## src/rtl/core_ctrl_pkg.sv

```systemverilog
// Shared control-path types for the 3-stage core: branch kinds and the redirect FSM states.
package core_ctrl_pkg;

  typedef enum logic [1:0] {
    BR_NONE = 2'b00,
    BR_COND = 2'b01,
    BR_JUMP = 2'b10
  } br_type_e;

  typedef enum logic [1:0] {
    RUN      = 2'b00,
    REDIRECT = 2'b01,
    EXC      = 2'b10
  } redir_state_e;

  // 2'b11 is not a legal branch kind and behaves like BR_NONE.
  function automatic logic br_is_taken(input logic [1:0] br_type, input logic take);
    return (br_type == BR_JUMP) || ((br_type == BR_COND) && take);
  endfunction

endpackage

```

## src/rtl/sat_counter.sv

```systemverilog
// Event counter that sticks at all-ones instead of wrapping.
module sat_counter #(
  parameter int W = 32
) (
  input  logic         clk,
  input  logic         rst_n,
  input  logic         inc_i,
  output logic [W-1:0] cnt_o
);

  logic [W-1:0] cnt_q, cnt_d;

  always_comb begin
    cnt_d = cnt_q;
    if (inc_i && (cnt_q != '1)) cnt_d = cnt_q + W'(1);
  end

  always_ff @(posedge clk) begin
    if (!rst_n) cnt_q <= '0;
    else        cnt_q <= cnt_d;
  end

  assign cnt_o = cnt_q;

endmodule

```

## src/rtl/branch_redirect_ctrl.sv

```systemverilog
// Turns EX-stage branch resolutions into a handshaked PC redirect toward fetch, pipeline
// flushes and misaligned-target exceptions, and keeps saturating branch statistics.
module branch_redirect_ctrl
  import core_ctrl_pkg::*;
#(
  parameter int XLEN       = 32,
  parameter int CNT_W      = 32,
  parameter int IALIGN_LSB = 2
) (
  input  logic             clk,
  input  logic             rst_n,
  input  logic             ex_valid_i,
  input  logic [1:0]       ex_br_type_i,
  input  logic             ex_take_branch_i,
  input  logic [XLEN-1:0]  ex_target_i,
  input  logic             stall_i,
  output logic             redir_valid_o,
  output logic [XLEN-1:0]  redir_pc_o,
  input  logic             redir_ready_i,
  output logic             flush_o,
  output logic             exc_valid_o,
  output logic [XLEN-1:0]  exc_addr_o,
  output logic [CNT_W-1:0] br_cnt_o,
  output logic [CNT_W-1:0] taken_cnt_o,
  output logic [CNT_W-1:0] redir_wait_cnt_o
);

  redir_state_e    state_q, state_d;
  logic [XLEN-1:0] redir_pc_q, exc_addr_q;

  logic resolve, taken, aligned, go_redirect, go_exc, wait_inc;

  // Only RUN considers EX; in REDIRECT/EXC the EX slot is younger and being squashed.
  assign resolve     = ex_valid_i && !stall_i && (state_q == RUN) &&
                       ((ex_br_type_i == BR_COND) || (ex_br_type_i == BR_JUMP));
  assign taken       = resolve && br_is_taken(ex_br_type_i, ex_take_branch_i);
  assign aligned     = (ex_target_i[IALIGN_LSB-1:0] == '0);
  assign go_redirect = taken && aligned;
  assign go_exc      = taken && !aligned;
  assign wait_inc    = (state_q == REDIRECT) && !redir_ready_i;

  always_ff @(posedge clk) begin
    if (!rst_n) state_q <= RUN;
    else        state_q <= state_d;
  end

  always_comb begin
    state_d = state_q;
    case (state_q)
      RUN: begin
        if (go_redirect) state_d = REDIRECT;
        else if (go_exc) state_d = EXC;
      end
      REDIRECT: if (redir_ready_i) state_d = RUN;
      EXC:      state_d = RUN;
      default:  state_d = RUN;
    endcase
  end

  always_comb begin
    redir_valid_o = (state_q == REDIRECT);
    exc_valid_o   = (state_q == EXC);
    flush_o       = (state_q == REDIRECT) || (state_q == EXC);
  end

  always_ff @(posedge clk) begin
    if (!rst_n) begin
      redir_pc_q <= '0;
      exc_addr_q <= '0;
    end else begin
      if (go_redirect) redir_pc_q <= ex_target_i;
      if (go_exc)      exc_addr_q <= ex_target_i;
    end
  end

  assign redir_pc_o = redir_pc_q;
  assign exc_addr_o = exc_addr_q;

  sat_counter #(.W(CNT_W)) u_br_cnt (
    .clk(clk), .rst_n(rst_n), .inc_i(resolve), .cnt_o(br_cnt_o)
  );

  sat_counter #(.W(CNT_W)) u_taken_cnt (
    .clk(clk), .rst_n(rst_n), .inc_i(go_redirect), .cnt_o(taken_cnt_o)
  );

  sat_counter #(.W(CNT_W)) u_wait_cnt (
    .clk(clk), .rst_n(rst_n), .inc_i(wait_inc), .cnt_o(redir_wait_cnt_o)
  );

endmodule

```

## config.mk

```make
export PLATFORM = sky130hd
export DESIGN_NAME = branch_redirect_ctrl
export DESIGN_NICKNAME = d
export VERILOG_FILES = /design/src/rtl/core_ctrl_pkg.sv /design/src/rtl/sat_counter.sv /design/src/rtl/branch_redirect_ctrl.sv
export SDC_FILE = /design/constraint.sdc
export NUM_CORES = 1
export LEC_CHECK = 0
export CORE_ASPECT_RATIO = 0.8
export CORE_MARGIN = 2
export CORE_UTILIZATION = 50
export DETAILED_ROUTE_END_ITERATION = 8
export PLACE_DENSITY_LB_ADDON = 0.1
export SYNTH_ARGS = -nofsm -noshare
export SYNTH_HDL_FRONTEND = slang
export SYNTH_HIERARCHICAL = 1
export SYNTH_SLANG_ARGS = --single-unit
```

## constraint.sdc

```tcl
create_clock -name clk -period 8.2 [get_ports clk]
set_clock_uncertainty 0.05 [all_clocks]
set_input_delay 1.23 -clock clk [delete_from_list [all_inputs] [get_ports clk]]
set_output_delay 1.23 -clock clk [all_outputs]
set_load 0.005 [all_outputs]
```

Word-level counts from Yosys, hierarchy flattened
Cells that the tools add are included.
{ "word_totals": {"output_inout_bits": 163, "inputBits": 40, "reg_bits": 162, "elab_cells": 42} }
{ "op_classes": {"n_addsub": 3, "n_eq_ne": 9, "n_reduce_logical": 20, "muxes": 4} }
{ "ops": {"columns": ["operator", "count"], "rows": [
  ["32-bit by 1-bit adder with 32-bit output (second input constant)", 3],
  ["32-bit != test (second input constant)", 3],
  ["1-bit logical AND", 11],
  ["2-bit 2-to-1 mux", 3],
  ["2-bit by 1-bit == test with 1-bit output (second input constant)", 2],
  ["2-bit == test (second input constant)", 2],
  ["2-bit logical NOT", 2],
  ["2-bit one-hot mux with 2 select lines", 1],
  ["1-bit logical NOT", 3],
  ["1-bit logical OR", 3],
  ["3-bit by 2-bit != test with 1-bit output (second input constant)", 1],
  ["2-bit by 1-bit != test with 1-bit output (second input constant)", 1],
  ["2-bit AND reduction", 1]
]} }

Depth between registers and ports, before layout
Gate-level depths: netlist of the first run.
{ "depth": {"word_depth": 9, "ltp_mapped": 13, "mapped_depth_nobuf": 11} }

Hierarchy
The synthesis of the first run kept the hierarchy.
{ "by_module_without_submodules": {"columns": ["module", "area_per_inst_um2", "n_inst", "seq_area_each_um2", "cells_each"], "rows": [
  ["sat_counter", 1704.1, 3, 640.6, 200],
  ["branch_redirect_ctrl", 2635.0, 1, 1321.3, 267]
]} }

Worst setup path after synthesis of the first run
Ideal clock, no wire load.
{ "synth_timing": {"path_kind": "input port to flip-flop", "start": "in ex_br_type_i[0]", "end": "reg u_taken_cnt.cnt_q[31], in the netlist u_taken_cnt/cnt_o[31]", "t_arrival_ns": 3.938, "required_time_ns": 8.080, "n_path_buf": 1, "path_slack_ns": 4.142, "setup_ns": 0.070, "path_stages": 12, "path_cell_list": "inv_1 > ha_1 > nand4bb_4 > inv_1 > nand3b_1 > buf_6 > inv_2 > nand4_1 > or4_4 > or3_1 > or4_1 > a21oi_1"} }
{ "synth_between": {"elab_chain_cells": 6, "elab_cells_between_ends": 9, "cone_classes": "eq/ne (2); reduce/logical (7)"} }
{ "synth_lines": {"columns": ["item", "line", "text"], "rows": [
  ["start: declaration", "branch_redirect_ctrl.sv:13", "input logic [1:0] ex_br_type_i,"],
  ["2-bit by 1-bit == test with 1-bit output / 2-bit == test (equally long branches)", "branch_redirect_ctrl.sv:35", "((ex_br_type_i == BR_COND) || (ex_br_type_i == BR_JUMP));"],
  ["1-bit logical OR (*)", "branch_redirect_ctrl.sv:35", null],
  ["1-bit logical AND (*)", "branch_redirect_ctrl.sv:34", "assign resolve = ex_valid_i && !stall_i && (state_q == RUN) &&"],
  ["named net resolve", "branch_redirect_ctrl.sv:31", "logic resolve, taken, aligned, go_redirect, go_exc, wait_inc;"],
  ["1-bit logical AND (*)", "branch_redirect_ctrl.sv:36", "assign taken = resolve && br_is_taken(ex_br_type_i, ex_take_branch_i);"],
  ["1-bit logical AND (*)", "branch_redirect_ctrl.sv:38", "assign go_redirect = taken && aligned;"],
  ["named net go_redirect", "branch_redirect_ctrl.sv:31", null],
  ["1-bit logical AND (*)", "sat_counter.sv:15", "if (inc_i && (cnt_q != '1)) cnt_d = cnt_q + W'(1);"],
  ["end signal: assignment", "sat_counter.sv:20", "else cnt_q <= cnt_d;"],
  ["end: declaration", "sat_counter.sv:11", "logic [W-1:0] cnt_q, cnt_d;"]
]} }
Mark *: on every way through the listed nets, which the timed path passes. The rest lies on a longest branch.
A chain may end at the register's enable or synchronous reset.

Final worst setup path of the first run
Same ends and word-level chain as after synthesis.

==> summary.md, run 1 <==
| Metric | Value |
|---|---|
| H-Tree Depth | 4 |
| Vias post-DR | 7232 |
| RSZ-0062 raised after global routing | false |
| Largest cells by area after synthesis | dfxtp_1 42%, mux2i_1 10%, nand2_1 6.9% |
| Wire per inst | 16.3 um |
| I/O Buffers | 202 |
| XOR/XNOR Fraction of Synth Area | 1.70% |
| Final Hold Violating Endpoints | 0 |
| Total Wirelength | 20.6 mm |
| Tcrit/Tclk final | 61.3% |
| Gr usage total | 24.9% |
| Synth Cell Area | 7750 sq um |
| Synth Instances | 867 |
| Critical Path End Type | flip-flop |
| Fmax | 0.199 GHz |
| R2r setup slk | 4.17 ns |
| Largest net degree at the start of global routing | 81 |
| Simple logic cell fraction of the synthesized area | 28.1% |
| Clk_lat worst skew | 0.42 ns |
| Initial antenna violation count | 0 |
| Slew Viols, Final | 0 |
| Finished Layout Cells | 1264 |
| Clk slew on worst S/H paths | 0.07 ns |
| Hold Crit Class | flip-flop to flip-flop |
| Vias in the first global route | 6491 |
| Post-cts resize count | 0 |
| Die ar. | 16500 sq um |
| Worst Slack Setup Final | 3.17 ns |
| Pre-CTS setup slack | 2.75 ns |
| Area Growth Syn to Fin | 33.9% |
| Critical Path Source Type | input port |
| Root Buffer | clkbuf_16 |
| Setup violations, final | 0 |
| Residual DRC | 0 |
| Ports | 203 |
| N_diodes | 0 |
| Post-synth top flop | dfxtp_1 |
| Row Count | 40 |
| Max_slew headroom | 33.1% |
| Req. time, crit path | 8.49 ns |
| Worst-path maximum fanout | 28 |
| Gpl congestion | 0.823 |
| Max-cap violations | 0 |
| Area leader, netlist | dfxtp_1 |
| Share of post-route cells with drive strength above 1 | 5.98% |
| CTS sink cnt | 162 |
| Compound-Gate Fraction of Synth Area | 12.4% |
| Gr ovfl total | 0 |
| Asr flop ratio synth | 0% |
| Initial DRT Pass Iterations | 5 |
| Die span in y | 115 um |
| First-pass GRT wire length | 32.9 mm |
| Placed Cells | 1232 |
| Run status | complete, no violations |
| Post-Synth Adder-Cell Area | 1.29% |
| Mean Syn Cell Area | 8.94 sq um |
| Mux share of post-synthesis cell area | 10.5% |
| Yosys synthesis warning count | 6 |
| VDD IR max | 0.000117 V |
| Setup total negative slack | 0 ns |
| Power per cell area | 156 nW/um^2 |
| CTS tree | yes |
| Distinct cells, synth | 49 |
| Hold buffer count at CTS | 0 |
| Bufs on Longest Clock Path | 2 |
| Commonest cells after routing, fill and taps aside | 201 x clkdlybuf4s50_1, 162 x dfxtp_1, 143 x nand2_1 |
| Worst-Margin Slew | 0.995 ns |
| Largest family of logic cells by synthesized area | simple AND/OR/NAND/NOR gates |
| Initial cell density of the core | 51.4% |
| Top-area cell type share of the netlist area | 41.9% |
| Fin nets | 1089 |
| Leak | 3.54 nW |
| Most common cell after layout, fill and taps aside | clkdlybuf4s50_1 |
| Die width | 143 um |
| Tmin final | 5.03 ns |
| Iteration-0 DRC Markers | 484 |
| Syn nets | 915 |
| DP HPWL | 14.2 mm |
| CTS buffer count | 17 |
| Core ar. | 15100 sq um |
| Vias per cell | 5.72 |
| Postcts setup bufs | 0 |
| Post-route ant nets | 0 |
| Critical Path AT | 5.32 ns |
| Post-synth EDFFs | 0 |
| Register area share after synthesis | 41.9% |
| FF+latch count, synth | 162 |
| Crit Path Class | input port to flip-flop |
## logic make-up after synthesis
kind of cell / count (synthesis)
buffers and inverters: 68
adders and majority gates: 8
xor gates and xnor gates: 15
and+or+nand+nor: 395
DFF: 162
muxes: 81
AOI/OAI and AO/OA: 138
## Yosys cell counts, drive strengths merged (3+ instances only)
cell type / instances
nand2b: 27
dfxtp: 162
and2: 6
nor2: 28
a2111o: 3
nor3: 10
inv: 15
or4: 39
nand2: 143
xnor2: 12
buf: 14
and3: 11
a211oi: 3
a31oi: 3
xor2: 3
clkbuf: 39
or3: 19
o31a: 3
nor4: 18
mux2i: 81
o21a: 3
ha: 8
o31ai: 33
a21o: 3
nand4: 27
o211ai: 6
o311ai: 6
nand3: 42
o21ai: 9
a21oi: 46
o41ai: 12
and4: 18
a2111oi: 3
## routing by layer
metal | vias to the layer above | track usage [%] | part of all wire, %
met2 | 217 | 38.5 | 45
met3 | 15 | 9.16 | 8.1
met5 | - | 0 | 0
met4 | 0 | 5.94 | 1.0
met1 | 3429 | 33.2 | 46
li1 | 3571 | - | -
## worst max-delay path, cell delays in order
cell and delay [ns]:
clkdlybuf4s50_1 0.48, inv_1 0.05, ha_1 0.28, nand4bb_4 0.28, inv_1 0.22, nand3b_1 0.10
buf_4 0.29, inv_2 0.31, nand4_1 0.47, or4_4 0.66, or3_1 0.39, or4_1 0.40
a21oi_1 0.15
## per-stage QoR
stage	instance area [sq um]	power (mW)	hold WS (ns)	util, %
floorplan	7750	0.848	0.396	-
global placement	9820	0.883	0.391	65.2
detailed placement	9820	0.884	0.395	65.2
CTS	10400	1.62	0.412	68.8
global route	10400	1.67	0.423	68.8
finish	10400	1.61	0.407	68.8
## report_power, final
group          switching [mW]  leakage, nW  internal (mW)
logic                  0.0375         1.98         0.0346
registers             0.00287         1.31          0.791
clock network           0.353        0.260          0.395
## cell type report
type                       count  area (sq um)
tap                          210           263
multi-input combinational    637          4200
clock buffer                  17           425
clock inverter                15           121
timing repair buffer         208          2060
fill                        1249          4690
inverter                      15          56.3
sequential                   162          3240
## state kept, by name, summed over array words and instances, names as in the netlist
register           flops
u_taken_cnt/cnt_o     32
exc_addr_o            32
redir_pc_o            32
u_br_cnt/cnt_o        32
u_wait_cnt/cnt_o      32
state_q                2
## path summary, 6_finish.rpt
path,endpoint,depth (start not counted),from
worst max-delay path,u_taken_cnt/cnt_o[31]$_SDFFE_PN0P_,13,ex_br_type_i[0]
worst min-delay path,exc_addr_o[1]$_SDFFE_PN0P_,2,exc_addr_o[1]$_SDFFE_PN0P_
worst max register to register,u_taken_cnt/cnt_o[31]$_SDFFE_PN0P_,12,state_q[0]$_SDFFE_PN0P_
worst min register to register,exc_addr_o[1]$_SDFFE_PN0P_,2,exc_addr_o[1]$_SDFFE_PN0P_
Power figures use the tool's default switching activity.
==> run 2, diff against run 1 <==
--- a/config.mk
+++ b/config.mk
@@ -7,7 +7,7 @@
 export LEC_CHECK = 0
 export CORE_ASPECT_RATIO = 0.8
 export CORE_MARGIN = 2
-export CORE_UTILIZATION = 50
+export CORE_UTILIZATION = 49
 export DETAILED_ROUTE_END_ITERATION = 8
 export PLACE_DENSITY_LB_ADDON = 0.1
 export SYNTH_ARGS = -nofsm -noshare
==> constraint.sdc (replaced) <==
create_clock -name clk -period 5.1 [get_ports clk]
set_clock_uncertainty 0.05 [all_clocks]
set_input_delay 0.765 -clock clk [delete_from_list [all_inputs] [get_ports clk]]
set_output_delay 0.765 -clock clk [all_outputs]
set_load 0.005 [all_outputs]
==> run 2 against run 1 <==
Global-route usage rose by 0.072 points; highest routed layer unchanged; register-to-register slack got worse by 2.5 ns; die area rose by 2.0%; sequential share of layout area fell by 0.24 points; total power rose by 68%; worst setup slack got worse by 2.1 ns; first-iteration DRC count rose by 3.3%; hold slack barely moved.
==> summary.md, run 2 (synthesis gave the netlist of run 1 again) <==
| Metric | Value |
|---|---|
| Row Count | 41 (was 40) |
| Critical Path AT | 4.32 ns (was 5.32 ns) |
| Ports | 203 (unchanged) |
| Share of post-route cells with drive strength above 1 | 6.06% (was 5.98%) |
| Worst hold slack | 0.406 ns (was 0.407 ns) |
| Postcts setup bufs | 0 (unchanged) |
| Vias in the first global route | 6653 (was 6491) |
| Post-route ant nets | 0 (unchanged) |
| Met3 Usage GRT | 8.69% (was 9.16%) |
| Worst Slack Setup Final | 1.07 ns (was 3.17 ns) |
| Initial DRT Pass Iterations | 5 (unchanged) |
| Gr usage total | 24.9% (about the same) |
| Gr busiest metal | met2 (unchanged) |
| First-pass GRT wire length | 33.6 mm (was 32.9 mm) |
| Die span in y | 116 um (was 115 um) |
| Placed inst area | 9850 sq um (was 9820 sq um) |
| Worst-path maximum fanout | 12 (was 28) |
| Layout filler cell count | 1319 (was 1249) |
| Residual DRC | 0 (unchanged) |
| DP HPWL | 14.5 mm (was 14.2 mm) |
| Hold buffer count at CTS | 0 (unchanged) |
| Setup total negative slack | 0 ns (unchanged) |
| Die ar. | 16800 sq um (was 16500 sq um) |
| Core ar. | 15600 sq um (was 15100 sq um) |
| Clk slew on worst S/H paths | 0.06 ns (was 0.07 ns) |
| CTS buffer count | 17 (unchanged) |
| Largest net degree at the start of global routing | 63 (was 81) |
| Hold Crit Class | flip-flop to flip-flop (unchanged) |
| Leak | 3.57 nW (was 3.54 nW) |
| Worst-Margin Slew | 0.917 ns (was 0.995 ns) |
| Clk_lat worst skew | 0.42 ns (about the same) |
| Critical Path Source Type | input port (unchanged) |
| Setup violations, final | 0 (unchanged) |
| Initial cell density of the core | 49.7% (was 51.4%) |
| Run status | complete, no violations (unchanged) |
| VDD IR max | 0.000211 V (was 0.000117 V) |
| Post-cts resize count | 0 (unchanged) |
| CTS tree | yes (unchanged) |
| Most common cell after layout, fill and taps aside | clkdlybuf4s50_1 (unchanged) |
| Vias per cell | 5.72 (about the same) |
| Critical Path End Type | flip-flop (unchanged) |
| Total Wirelength | 21.1 mm (was 20.6 mm) |
| N_diodes | 0 (unchanged) |
| Tmin final | 4.03 ns |
| Root Buffer | clkbuf_16 (unchanged) |
| Max_slew headroom | 38.3% (was 33.1%) |
| Fmax | 0.248 GHz |
| Vias post-DR | 7267 (was 7232) |
| Die width | 145 um (was 143 um) |
| Area Growth Syn to Fin | 34.9% (was 33.9%) |
| Initial antenna violation count | 0 (unchanged) |
| Power per cell area | 260 nW/um^2 (was 156 nW/um^2) |
| Iteration-0 DRC Markers | 500 (was 484) |
| GR Layer Usage met2 | 36.8% (was 38.5%) |
| Grt met1 use | 34.2% (was 33.2%) |
| Max-cap violations | 0 (unchanged) |
| Final Hold Violating Endpoints | 0 (unchanged) |
| Bufs on Longest Clock Path | 2 (unchanged) |
| Fin nets | 1091 (was 1089) |
| CP cell instances | clkdlybuf4s50_1 > inv_1 > ha_1 > nand4bb_4 > inv_1 > nand3b_1 > inv_2 > nand4_1 > buf_4 > or4_4 > or3_1 > or4_1 > a21oi_1 (was clkdlybuf4s50_1 > inv_1 > ha_1 > nand4bb_4 > inv_1 > nand3b_1 > buf_4 > inv_2 > nand4_1 > or4_4 > or3_1 > or4_1 > a21oi_1) |
| Slew Viols, Final | 0 (unchanged) |
| Gr ovfl total | 0 (unchanged) |
| Commonest cells after routing, fill and taps aside | 201 x clkdlybuf4s50_1, 162 x dfxtp_1, 143 x nand2_1 (unchanged) |
| H-Tree Depth | 4 (unchanged) |
| Slowest CP cell | or4_4 (unchanged) |
| Gpl congestion | 0.799 (was 0.823) |
| Max stage delay on crit path | 0.51 ns (was 0.66 ns) |
| CTS sink cnt | 162 (unchanged) |
| I/O Buffers | 202 (unchanged) |
| Req. time, crit path | 5.39 ns (was 8.49 ns) |
| RSZ-0062 raised after global routing | false (unchanged) |
| Pre-CTS setup slack | 0.641 ns (was 2.75 ns) |
| Wire per inst | 16.6 um (was 16.3 um) |
| Crit Path Class | input port to flip-flop (unchanged) |
| Most common cell on crit path | inv_1 (unchanged) |
| Tcrit/Tclk final | 79.0% |
| Final instance area | 10500 sq um (was 10400 sq um) |
==> run 2: critical path, delay by kind of cell <==
family	cells	cell delay, ns
adders and majority gates	1	0.32
buffers and inverters	5	1.21
AOI/OAI and AO/OA	1	0.14
and+or+nand+nor	6	1.87
==> run 2: power by group <==
group	switching (mW)	internal [mW]
Combinational	0.0613	0.0564
Sequential	0.00446	1.27
Clock	0.548	0.777
Total	0.613	2.11
==> run 2: final cells by class <==
type / count / area [sq um] / share of cell area (%)
inverters: 15 / 56.3 / 0.539
clock inverters: 14 / 178 / 1.70
repair buffers: 210 / 2080 / 19.9
well taps: 215 / 269 / 2.57
multi-input cells: 637 / 4200 / 40.2
flip-flops and latches: 162 / 3240 / 31.0
clock buffers: 18 / 429 / 4.11
==> run 2: through the flow <==
| step | utilization [%] | cells | total power, mW |
|---|---|---|---|
| finish | 67.0 | 1271 | 2.72 |
| global route | 67.0 | 1271 | 2.81 |
| CTS | 67.0 | 1271 | 2.75 |
| detailed placement | 63.1 | 1239 | 1.42 |
| global placement | 63.1 | 1239 | 1.42 |
| floorplan | - | 867 | 1.36 |
==> run 2: worst paths after layout <==
kind,startpoint,to,slack (ns),cells after the start
max,ex_br_type_i[0],u_taken_cnt/cnt_o[31]$_SDFFE_PN0P_,1.07,13
min,exc_addr_o[10]$_SDFFE_PN0P_,exc_addr_o[10]$_SDFFE_PN0P_,0.41,2
max reg2reg,state_q[1]$_SDFFE_PN0P_,u_taken_cnt/cnt_o[31]$_SDFFE_PN0P_,1.70,12
min reg2reg,exc_addr_o[10]$_SDFFE_PN0P_,exc_addr_o[10]$_SDFFE_PN0P_,0.41,2
==> run 2: layer usage <==
layer / vias to the layer above / part of all wire, %
met2: 254 / 44
met1: 3408 / 47
met5: - / 0
met3: 26 / 8.0
li1: 3579 / -
met4: 0 / 1.7
==> run 3, diff against run 2 <==
==> constraint.sdc (replaced) <==
create_clock -name clk -period 3.9 [get_ports clk]
set_clock_uncertainty 0.05 [all_clocks]
set_input_delay 0.585 -clock clk [delete_from_list [all_inputs] [get_ports clk]]
set_output_delay 0.585 -clock clk [all_outputs]
set_load 0.005 [all_outputs]
==> run 3 against run 2 <==
Wire length is 1.7% lower; utilization rose by 0.39 points; die area is the same; worst setup slack got worse by 0.46 ns; combinational power rose by 31%; critical path type unchanged; clock power is 25% higher; sequential power grew 30%; critical path depth unchanged; first-iteration DRC count fell by 8.0%; flip-flop and latch count unchanged.
==> summary.md, run 3 (synthesis gave the netlist of run 1 again) <==
| Metric | Value |
|---|---|
| Run status | complete, no violations (unchanged) |
| Commonest cells after routing, fill and taps aside | 201 x clkdlybuf4s50_1, 162 x dfxtp_1, 143 x nand2_1 (unchanged) |
| R2r setup slk | 1.02 ns (was 1.70 ns) |
| H-Tree Depth | 4 (unchanged) |
| Reg2Reg Launch Point | state_q[0]$_SDFFE_PN0P_ (was state_q[1]$_SDFFE_PN0P_) |
| Hold Crit Class | flip-flop to flip-flop (unchanged) |
| DP HPWL | 14.4 mm (was 14.5 mm) |
| Worst r2r path cells | 12 (unchanged) |
| Req. time, crit path | 4.20 ns (was 5.39 ns) |
| Wire per inst | 16.2 um (was 16.6 um) |
| Final cell utilization of the core | 67.4% (was 67.0%) |
| Max_slew headroom | 33.8% (was 38.3%) |
| Worst hold slack | 0.405 ns (was 0.406 ns) |
| Fin nets | 1102 (was 1091) |
| Hold path depth | 2 (unchanged) |
| First-pass GRT wire length | 33.4 mm (was 33.6 mm) |
| Critical Path Source Type | input port (unchanged) |
| Area Growth Syn to Fin | 35.7% (was 34.9%) |
| Post-cts resize count | 0 (unchanged) |
| Clk_lat worst skew | 0.43 ns (was 0.42 ns) |
| Finished Layout Cells | 1282 (was 1271) |
| CTS sink cnt | 162 (unchanged) |
| Tcrit/Tclk final | 84.4% |
| Tmin final | 3.29 ns |
| Instance count on the critical path | 13 (unchanged) |
| Core ar. | 15600 sq um (unchanged) |
| CTS tree | yes (unchanged) |
| Vias per cell | 5.66 (was 5.72) |
| VDD IR max | 0.000298 V (was 0.000211 V) |
| RR Endpoint | u_taken_cnt/cnt_o[29]$_SDFFE_PN0P_ (was u_taken_cnt/cnt_o[31]$_SDFFE_PN0P_) |
| Row Count | 41 (unchanged) |
| Post-route ant nets | 0 (unchanged) |
| Slowest CP cell | nor4_1 (was or4_4) |
| Placed Cells | 1250 (was 1239) |
| Setup total negative slack | 0 ns (unchanged) |
| Hold buffer count at CTS | 0 (unchanged) |
| Largest net degree at the start of global routing | 69 (was 63) |
| Residual DRC | 0 (unchanged) |
| Bufs on Longest Clock Path | 2 (unchanged) |
| Die span in y | 116 um (unchanged) |
| Initial DRT Pass Iterations | 5 (unchanged) |
| Power per cell area | 331 nW/um^2 (was 260 nW/um^2) |
| Critical Path AT | 3.59 ns (was 4.32 ns) |
| Critical Path End Type | flip-flop (unchanged) |
| Initial cell density of the core | 49.7% (unchanged) |
| Pre-CTS setup slack | 0.204 ns (was 0.641 ns) |
| Vias in the first global route | 6527 (was 6653) |
| CP top delay family | simple AND/OR/NAND/NOR gates (unchanged) |
| Vias post-DR | 7256 (was 7267) |
| Total Wirelength | 20.7 mm (was 21.1 mm) |
| Root Buffer | clkbuf_16 (unchanged) |
| Slew Viols, Final | 0 (unchanged) |
| RSZ-0062 raised after global routing | false (unchanged) |
| N_diodes | 0 (unchanged) |
| Clk slew on worst S/H paths | 0.07 ns (was 0.06 ns) |
| Gpl congestion | 0.829 (was 0.799) |
| Worst Slack Setup Final | 0.608 ns (was 1.07 ns) |
| Hold_sp | redir_pc_o[6]$_SDFFE_PN0P_ (was exc_addr_o[10]$_SDFFE_PN0P_) |
| Fmax | 0.304 GHz |
| CP Buf/Inv Count | 5 (unchanged) |
| Worst-path maximum fanout | 11 (was 12) |
| Postcts setup bufs | 0 (unchanged) |
| Share of post-route cells with drive strength above 1 | 7.12% (was 6.06%) |
| Crit Path Class | input port to flip-flop (unchanged) |
| Die width | 145 um (unchanged) |
| Gr usage total | 24.7% (was 24.9%) |
| Gr ovfl total | 0 (unchanged) |
| Setup violations, final | 0 (unchanged) |
| Max stage delay on crit path | 0.56 ns (was 0.51 ns) |
| CTS buffer count | 17 (unchanged) |
| Max-cap violations | 0 (unchanged) |
| Leak | 3.62 nW (was 3.57 nW) |
| Most common cell after layout, fill and taps aside | clkdlybuf4s50_1 (unchanged) |
| Ports | 203 (unchanged) |
| Iteration-0 DRC Markers | 460 (was 500) |
| Worst-Margin Slew | 0.985 ns (was 0.917 ns) |
| I/O Buffers | 202 (unchanged) |
| Die ar. | 16800 sq um (unchanged) |
| Hold path endpoint | redir_pc_o[6]$_SDFFE_PN0P_ (was exc_addr_o[10]$_SDFFE_PN0P_) |
| Final Hold Violating Endpoints | 0 (unchanged) |
| CP cell instances | clkdlybuf4s50_1 > inv_1 > ha_1 > nand4bb_4 > inv_1 > nand3b_1 > inv_2 > nand4_1 > buf_4 > nor4_1 > nand4_1 > or4_1 > a21oi_1 (was clkdlybuf4s50_1 > inv_1 > ha_1 > nand4bb_4 > inv_1 > nand3b_1 > inv_2 > nand4_1 > buf_4 > or4_4 > or3_1 > or4_1 > a21oi_1) |
| Initial antenna violation count | 0 (unchanged) |
run 3: cell count changes in the layout (fill, tap and decap cells not counted), moves of 2 or more:
| cell | previous run | this run |
|---|---|---|
| inv_8 | 0 | 2 |
| clkinvlp_4 | 4 | 2 |
| bufinv_16 | 3 | 1 |
| clkinv_4 | 2 | 5 |
| buf_4 | 9 | 20 |
run 3: tightest hold or removal path, cell delays in order, from the launching register on:
cell and delay [ns]:
dfxtp_1 0.31, nand2_1 0.05, mux2i_1 0.05
run 3: area by class of cell:
cell class	count	area (sq um)
inverter	15	56.3
sequential	162	3240
fill	1337	5080
clock buffer	18	439
timing repair buffer	221	2160
clock inverter	14	146
multi-input combinational	637	4200
tap	215	269
run 3: how the worst max path moves through the flow:
stage                         start                                  to  slack (ns)
floorplan           ex_br_type_i[0]  u_taken_cnt/cnt_o[31]$_SDFFE_PN0P_        0.49
global placement    ex_br_type_i[0]  u_taken_cnt/cnt_o[31]$_SDFFE_PN0P_        0.28
detailed placement  ex_br_type_i[0]  u_taken_cnt/cnt_o[29]$_SDFFE_PN0P_        0.20
CTS                 ex_br_type_i[0]  u_taken_cnt/cnt_o[31]$_SDFFE_PN0P_        0.66
global route        ex_br_type_i[0]  u_taken_cnt/cnt_o[25]$_SDFFE_PN0P_        0.42
finish              ex_br_type_i[0]  u_taken_cnt/cnt_o[29]$_SDFFE_PN0P_        0.61
run 3: power by group:
part	switching, mW	total [mW]	internal (mW)
Combinational	0.0795	0.154	0.0749
Clock	0.737	1.65	0.917
Sequential	0.00575	1.67	1.66
run 3: per-stage QoR:
step / total power, mW / instance area, sq um
finish: 3.48 / 10500
global route: 3.60 / 10500
CTS: 3.51 / 10500
detailed placement: 1.86 / 9930
global placement: 1.86 / 9930
floorplan: 1.78 / 7750
run 3: layer usage:
| metal | GRT usage [%] | part of all wire, % |
|---|---|---|
| met3 | 8.36 | 9.0 |
| met4 | 6.60 | 1.0 |
| met5 | 0 | 0 |
| met1 | 34.4 | 46 |
| met2 | 36.8 | 44 |
